`config.mk`:
```
export PLATFORM = sky130hd
export DESIGN_NAME = hazard_detection_unit
export DESIGN_NICKNAME = d
export VERILOG_FILES = /design/src/rtl/hazard_pkg.sv /design/src/rtl/sat_counter.sv /design/src/rtl/hazard_detection_unit.sv
export SDC_FILE = /design/constraint.sdc
export NUM_CORES = 1
export LEC_CHECK = 0
export ABC_AREA = 1
export BUFFER_PORTS_ARGS = -buffer_cell sky130_fd_sc_hd__buf_2
export CAP_MARGIN = 25
export CORE_MARGIN = 2
export CORE_UTILIZATION = 55
export DETAILED_ROUTE_END_ITERATION = 7
export PLACE_DENSITY = 0.8
export SLEW_MARGIN = 40
export SYNTH_ARGS = -nofsm -noshare
export SYNTH_HDL_FRONTEND = slang
export SYNTH_SLANG_ARGS = --single-unit
```
`constraint.sdc`:
```
create_clock -name clk -period 2.1 [get_ports clk]
set_input_delay 0.42 -clock clk [delete_from_list [all_inputs] [get_ports clk]]
set_output_delay 0.42 -clock clk [all_outputs]
set_load 0.05 [all_outputs]
```
`src/rtl/hazard_pkg.sv`:
```
// Shared types for the pipeline hazard controller: FSM state encoding,
// control-bundle layout and the load-stall reload helper.
package hazard_pkg;

  typedef enum logic [1:0] {
    ST_RUN        = 2'd0,
    ST_LOAD_STALL = 2'd1,
    ST_MEM_WAIT   = 2'd2
  } hazard_state_e;

  // Packing order places branch at bit 10 down to alu_op at bits 2:0.
  typedef struct packed {
    logic       branch;
    logic       jal;
    logic       jalr;
    logic       mem_read;
    logic       mem_write;
    logic       mem_to_reg;
    logic       reg_write;
    logic       alu_src;
    logic [2:0] alu_op;
  } ctrl_bundle_t;

  localparam int REMAIN_W = 3;

  function automatic logic [REMAIN_W-1:0] stall_reload(input int cycles);
    return REMAIN_W'(cycles - 1);
  endfunction

endpackage

```
`src/rtl/sat_counter.sv`:
```
// Saturating up-counter with synchronous clear/reload and async active-low clear.
// Clear together with increment loads the value 1.
module sat_counter #(
  parameter int WIDTH = 16
) (
  input  logic             clk,
  input  logic             rst_n,
  input  logic             i_clr,
  input  logic             i_inc,
  output logic [WIDTH-1:0] o_count
);

  logic [WIDTH-1:0] r_count;

  // Count register: holds at all-ones instead of wrapping.
  always_ff @(posedge clk or negedge rst_n) begin
    if (!rst_n) begin
      r_count <= {WIDTH{1'b0}};
    end else if (i_clr) begin
      r_count <= WIDTH'(i_inc);
    end else if (i_inc && (r_count != {WIDTH{1'b1}})) begin
      r_count <= r_count + WIDTH'(1);
    end
  end

  assign o_count = r_count;

endmodule

```
`src/rtl/hazard_detection_unit.sv`:
```
// ID-stage hazard controller: load-use stalls, EX redirects, data-memory wait
// freeze, saturating stall/flush counters and a sticky memory-timeout flag.
module hazard_detection_unit
  import hazard_pkg::*;
#(
  parameter int REG_ADDR_W        = 5,
  parameter int LOAD_STALL_CYCLES = 1,
  parameter int MEM_TIMEOUT       = 255,
  parameter int CNT_W             = 16
) (
  input  logic                  clk,
  input  logic                  reset,
  input  logic [REG_ADDR_W-1:0] IFID_rs1_i,
  input  logic [REG_ADDR_W-1:0] IFID_rs2_i,
  input  logic                  IFID_uses_rs1_i,
  input  logic                  IFID_uses_rs2_i,
  input  logic [REG_ADDR_W-1:0] IDEX_rd_i,
  input  logic                  IDEX_MemRead_i,
  input  logic                  redirect_i,
  input  logic                  mem_req_i,
  input  logic                  mem_ready_i,
  output logic                  PCWrite_o,
  output logic                  IFIDWrite_o,
  output logic                  IFID_flush_o,
  output logic                  Ctrl_bubble_o,
  output logic                  pipe_hold_o,
  output logic                  mem_timeout_o,
  output logic [CNT_W-1:0]      stall_count_o,
  output logic [CNT_W-1:0]      flush_count_o
);

  localparam int WAIT_W = (MEM_TIMEOUT < 2) ? 1 : $clog2(MEM_TIMEOUT + 1);
  localparam logic [WAIT_W-1:0]   TIMEOUT_M1 = WAIT_W'(MEM_TIMEOUT - 1);
  localparam logic [REMAIN_W-1:0] STALL_M1   = stall_reload(LOAD_STALL_CYCLES);

  hazard_state_e       r_state;
  hazard_state_e       w_state_next;
  logic [REMAIN_W-1:0] r_remain;
  logic [REMAIN_W-1:0] w_remain_next;
  logic                r_timeout;
  logic [WAIT_W-1:0]   w_wait_count;

  logic w_luh;
  logic w_mem_busy;
  logic w_run_eval;
  logic w_mem_check;
  logic w_pc_write;
  logic w_ifid_write;
  logic w_flush;
  logic w_bubble;
  logic w_hold;
  logic w_stall_inc;
  logic w_flush_inc;
  logic w_wait_clr;
  logic w_wait_inc;
  logic w_timeout_set;

  assign w_luh = IDEX_MemRead_i && (IDEX_rd_i != {REG_ADDR_W{1'b0}}) &&
                 ((IFID_uses_rs1_i && (IFID_rs1_i == IDEX_rd_i)) ||
                  (IFID_uses_rs2_i && (IFID_rs2_i == IDEX_rd_i)));

  assign w_mem_busy = mem_req_i && !mem_ready_i;

  // Mealy next-state and pipeline-control decode.
  always_comb begin
    w_state_next  = r_state;
    w_remain_next = r_remain;
    w_pc_write    = 1'b1;
    w_ifid_write  = 1'b1;
    w_flush       = 1'b0;
    w_bubble      = 1'b0;
    w_hold        = 1'b0;
    w_stall_inc   = 1'b0;
    w_flush_inc   = 1'b0;
    w_wait_clr    = 1'b0;
    w_wait_inc    = 1'b0;
    w_run_eval    = 1'b0;
    w_mem_check   = 1'b0;

    case (r_state)
      ST_LOAD_STALL: begin
        w_pc_write   = 1'b0;
        w_ifid_write = 1'b0;
        if (w_mem_busy) begin
          w_hold = 1'b1;
        end else begin
          w_bubble      = 1'b1;
          w_stall_inc   = 1'b1;
          w_remain_next = r_remain - 3'd1;
          if (r_remain <= 3'd1) begin
            w_state_next = ST_RUN;
          end else begin
            w_state_next = ST_LOAD_STALL;
          end
        end
      end
      ST_MEM_WAIT: begin
        if (!mem_ready_i) begin
          w_hold       = 1'b1;
          w_pc_write   = 1'b0;
          w_ifid_write = 1'b0;
          w_wait_inc   = 1'b1;
        end else begin
          w_run_eval = 1'b1;
        end
      end
      default: begin
        w_run_eval  = 1'b1;
        w_mem_check = 1'b1;
      end
    endcase

    // The ready cycle out of MEM_WAIT skips the memory-busy check.
    if (w_run_eval) begin
      if (w_mem_check && w_mem_busy) begin
        w_hold       = 1'b1;
        w_pc_write   = 1'b0;
        w_ifid_write = 1'b0;
        w_wait_clr   = 1'b1;
        w_wait_inc   = 1'b1;
        w_state_next = ST_MEM_WAIT;
      end else if (redirect_i) begin
        w_flush      = 1'b1;
        w_bubble     = 1'b1;
        w_flush_inc  = 1'b1;
        w_state_next = ST_RUN;
      end else if (w_luh) begin
        w_pc_write   = 1'b0;
        w_ifid_write = 1'b0;
        w_bubble     = 1'b1;
        w_stall_inc  = 1'b1;
        if (LOAD_STALL_CYCLES > 1) begin
          w_state_next  = ST_LOAD_STALL;
          w_remain_next = STALL_M1;
        end else begin
          w_state_next = ST_RUN;
        end
      end else begin
        w_state_next = ST_RUN;
      end
    end else begin
      w_mem_check = 1'b0;
    end
  end

  assign w_timeout_set = w_wait_clr ? (MEM_TIMEOUT <= 1)
                                    : (w_wait_inc && (w_wait_count >= TIMEOUT_M1));

  // State and stall-remain registers.
  always_ff @(posedge clk or negedge reset) begin
    if (!reset) begin
      r_state  <= ST_RUN;
      r_remain <= 3'd0;
    end else begin
      r_state  <= w_state_next;
      r_remain <= w_remain_next;
    end
  end

  // Sticky timeout flag, cleared only by reset.
  always_ff @(posedge clk or negedge reset) begin
    if (!reset) begin
      r_timeout <= 1'b0;
    end else if (w_timeout_set) begin
      r_timeout <= 1'b1;
    end
  end

  sat_counter #(.WIDTH(CNT_W)) u_stall_cnt (
    .clk     (clk),
    .rst_n   (reset),
    .i_clr   (1'b0),
    .i_inc   (w_stall_inc),
    .o_count (stall_count_o)
  );

  sat_counter #(.WIDTH(CNT_W)) u_flush_cnt (
    .clk     (clk),
    .rst_n   (reset),
    .i_clr   (1'b0),
    .i_inc   (w_flush_inc),
    .o_count (flush_count_o)
  );

  sat_counter #(.WIDTH(WAIT_W)) u_wait_cnt (
    .clk     (clk),
    .rst_n   (reset),
    .i_clr   (w_wait_clr),
    .i_inc   (w_wait_inc),
    .o_count (w_wait_count)
  );

  // While reset is low the pipeline sees a flushed, bubbled, non-advancing front end.
  assign PCWrite_o     = reset & w_pc_write;
  assign IFIDWrite_o   = reset & w_ifid_write;
  assign IFID_flush_o  = ~reset | w_flush;
  assign Ctrl_bubble_o = ~reset | w_bubble;
  assign pipe_hold_o   = reset & w_hold;
  assign mem_timeout_o = r_timeout;

endmodule

```
==> impl_metrics.py <==
metrics = {
    "run_status": {
        "status": "complete, but fails checks",
        "violations": "negative setup slack",
    },
    "layout": {
        "n_antenna_cell": 0,
        "area_delta_synth_final_pct": 22.2,
        "layout.nets": 512,
        "fillCellCount": 415,
        "drive_above_1_share": 0.237,
        "final_cell_area_sq_um": 3650,
    },
    "grt": {
        "grt_pass1_wl_mm": 11.9,
        "gr-usage-all-layers": 0.241,
        "antenna_found_initial": 0,
        "grt_pass1_vias": 2748,
        "grt_overflow": 0,
        "grt_max_degree": 33,
    },
    "synth": {
        "syn_area_per_cell_sq_um": 7.28,
        "syn_area_sq_um": 2990,
        "synth_nets": 441,
        "ys_types": 29,
        "ys_ff_latch": 46,
        "ys_seq_area_frac": 0.386,
        "synthCells": 410,
        "postSynth.asyncResetShare": 1.00,
        "synth_ff_type": "dfrtp_1",
        "synth-edff-count": 0,
        "synth_warnings": 0,
    },
    "timing": {
        "finalCritPeriodShare": 1.01,
        "finalSetupViolCount": 4,
        "finalCriticalPeriod_ns": 2.12,
        "tightest_slew_ns": 0.401,
        "rsz0062_at_grt": "true",
        "slew_viol_final": 0,
        "finClkSkew_ns": 0.00926,
        "maxSlewHeadroom": 0.732,
        "clock.fmax_mhz": 471,
        "setup_ws_ns": -0.0218,
        "hold_violations": 0,
    },
    "critical_path": {
        "path_delay_family": "flip-flops",
        "cp_num_buf_inv": 3,
        "worstPathRequired_ns": 1.68,
        "critical_path_class": "reg -> out",
        "cpMostUsedCell": "nand2_4",
        "path_cells": "buf_4 -> ha_4 -> nand2_4 -> nand2_4 -> nor2_4 -> inv_2 -> o21ai_2 -> buf_6",
        "cp.arrival_ns": 1.70,
        "max_stage_delay_ns": 0.40,
        "crit_path_top_delay_cell": "dfrtp_1",
        "crit_path_start_kind": "flip-flop",
        "worst_setup_path_end_kind": "output pin",
        "crit_fanout": 4,
    },
    "detailed_routing": {
        "num_vias": 2875,
        "vias_per_cell": 5.21,
        "wl_per_cell_um": 12.5,
        "wl_met1_mm": 2.98,
        "met2_wirelength_mm": 3.47,
        "highest_layer": "met4",
        "drc": 0,
        "wl_met3_um": 371,
        "dr.pass1.iters": 5,
        "drt_iter0_drc": 128,
        "wl_mm": 6.91,
        "ant_nets": 0,
    },
    "floorplan": {
        "start_util": 0.577,
        "row_count": 26,
        "fp.coreArea_sq_um": 5170,
        "ios": 61,
        "die_h_um": 77.7,
        "dieArea_sq_um": 6030,
        "die_w_um": 77.7,
    },
    "placed_design": {
        "place_area_sq_um": 3360,
        "hpwlAfterDp_mm": 4.88,
        "numPortBuffers": 60,
        "place.gp.congestion": 0.867,
    },
    "clock_network": {
        "clock_sinks": 46,
        "ctsLongestPathBuffers": 2,
        "clk-insertion-delay-late_ns": 0.30,
        "clk_pin_slew_ns": 0.09,
        "numCtsBuffers": 5,
        "root_buffer": "clkbuf_8",
        "htreeDepth": 2,
        "cts_tree": "built",
    },
    "pwr": {
        "total_power_mw": 2.75,
        "ir_drop_mv": 0.706,
        "powerDensity_nw_per_um2": 755,
        "p_leak_nw": 1.95,
    },
    "job": {
        "maxCapViolations": 0,
    },
    "min_path": {
        "hp-class": "in -> async",
    },
}
[metrics by stage]
stage | setup slack, ns | util | TNS, ns | hold WS (ns) | std cells
final | -0.0218 | 0.705 | -0.0392 | 0.159 | 552
after global routing | -0.101 | 0.705 | -0.453 | 0.172 | 552
after CTS | 0.00125 | 0.691 | 0 | 0.141 | 547
after detailed placement | 0.186 | 0.649 | 0 | 0.459 | 538
after global placement | 0.234 | 0.649 | 0 | 0.450 | 538
after floorplan | 0.0259 | - | 0 | 0.124 | 410
[layout by cell type, fill, tap and decap left out]
cell type	Yosys	routed
nor3_2	2	2
nand3_1	45	44
inv_4	1	2
o21ai_1	3	3
bufinv_16	0	2
nand2_4	1	3
buf_4	1	10
a21oi_1	3	3
inv_1	51	45
nand2_1	123	120
nand2_8	1	1
inv_2	8	13
nand3_2	2	3
ha_1	8	6
ha_4	0	2
o21ai_2	1	2
nand4_1	8	8
dfrtp_1	46	46
o21a_1	1	1
clkinv_4	0	1
o21ai_0	14	13
buf_6	1	3
nor3_1	14	14
nor2_2	1	2
clkbuf_8	0	5
o31ai_1	2	2
xor2_1	24	24
nand2_2	2	3
buf_8	1	2
buf_2	3	55
nor2_4	1	3
xnor2_1	10	10
nor2_1	32	29
[cell families (layout without fill, tap and decap cells)]
family,count (synthesis),count (layout),share of synthesized area
fa+ha+maj,8,8,0.0335
compound gates,24,24,0.0440
simple gates,232,232,0.345
buf+inv,66,138,0.0926
xor+xnor,34,34,0.0997
flops,46,46,0.386
[cell type report]
| type | count | area [sq um] | share of cell area |
|---|---|---|---|
| multi-input cells | 298 | 1630 | 0.446 |
| repair buffers | 70 | 414 | 0.114 |
| flip-flops and latches | 46 | 1150 | 0.316 |
| well taps | 70 | 87.6 | 0.0240 |
| clock inverters | 3 | 68.8 | 0.0189 |
| inverters | 60 | 230 | 0.0631 |
| clock buffers | 5 | 68.8 | 0.0189 |
[worst reg2reg max path: cells and delay by family, from the launching register on]
kind | cells | cell delay (ns)
buffers and inverters | 4 | 0.55
flip-flops | 1 | 0.40
adder cells (fa/ha/maj) | 1 | 0.17
AO/OA/AOI/OAI | 1 | 0.08
AND/OR/NAND/NOR | 7 | 0.69
[final timing paths]
| check | cells after the start | endpoint | slack, ns | startpoint |
|---|---|---|---|---|
| min reg2reg | 2 | mem_timeout_o | 0.47 | mem_timeout_o |
| max | 8 | IFID_flush_o | -0.02 | r_state[0] |
| max reg2reg | 13 | u_stall_cnt.o_count[11] | 0.11 | r_state[0] |
| min | 2 | u_stall_cnt.o_count[1] | 0.16 | reset |
| min in group clk | 2 | mem_timeout_o | 0.47 | mem_timeout_o |
| max in group asynchronous | 2 | u_stall_cnt.o_count[11] | 1.56 | reset |
[registers in the layout, indices dropped and copies added (netlist names)]
signal	cells
u_wait_cnt.o_count	8
mem_timeout_o	1
u_stall_cnt.o_count	16
r_state	2
r_remain	3
u_flush_cnt.o_count	16
[cells in the mapped netlist (8+ instances only)]
cell | number | area (sq um)
xor2_1 | 24 | 210
nand3_1 | 45 | 225
inv_2 | 8 | 30.0
nand2_1 | 123 | 462
o21ai_0 | 14 | 70.1
nand4_1 | 8 | 50.1
nor2_1 | 32 | 120
xnor2_1 | 10 | 87.6
inv_1 | 51 | 191
nor3_1 | 14 | 70.1
ha_1 | 8 | 100
dfrtp_1 | 46 | 1150
[report_power, final]
part	leakage (nW)	internal, mW	total [mW]	switching (mW)
clock network	0.0683	0.477	0.793	0.316
registers	0.605	0.993	1.12	0.129
logic	1.27	0.235	0.838	0.603
total	1.95	1.71	2.75	1.05
[timing repair]
action | 4_1_cts | 5_1_grt
buffers inserted | 1 | 5
hold buffers | 0 | 0
endpoints found under the setup margin | 5 | 5
pin swaps | 3 | 9
resized for setup | 22 | 12
[routing by layer]
metal | vias up | global-route usage
li1 | 1432 | -
met1 | 1349 | 0.293
met2 | 84 | 0.416
met3 | 10 | 0.0570
met4 | 0 | 0.0821
met5 | - | 0
No activity file was read; power rests on OpenSTA's default activity.
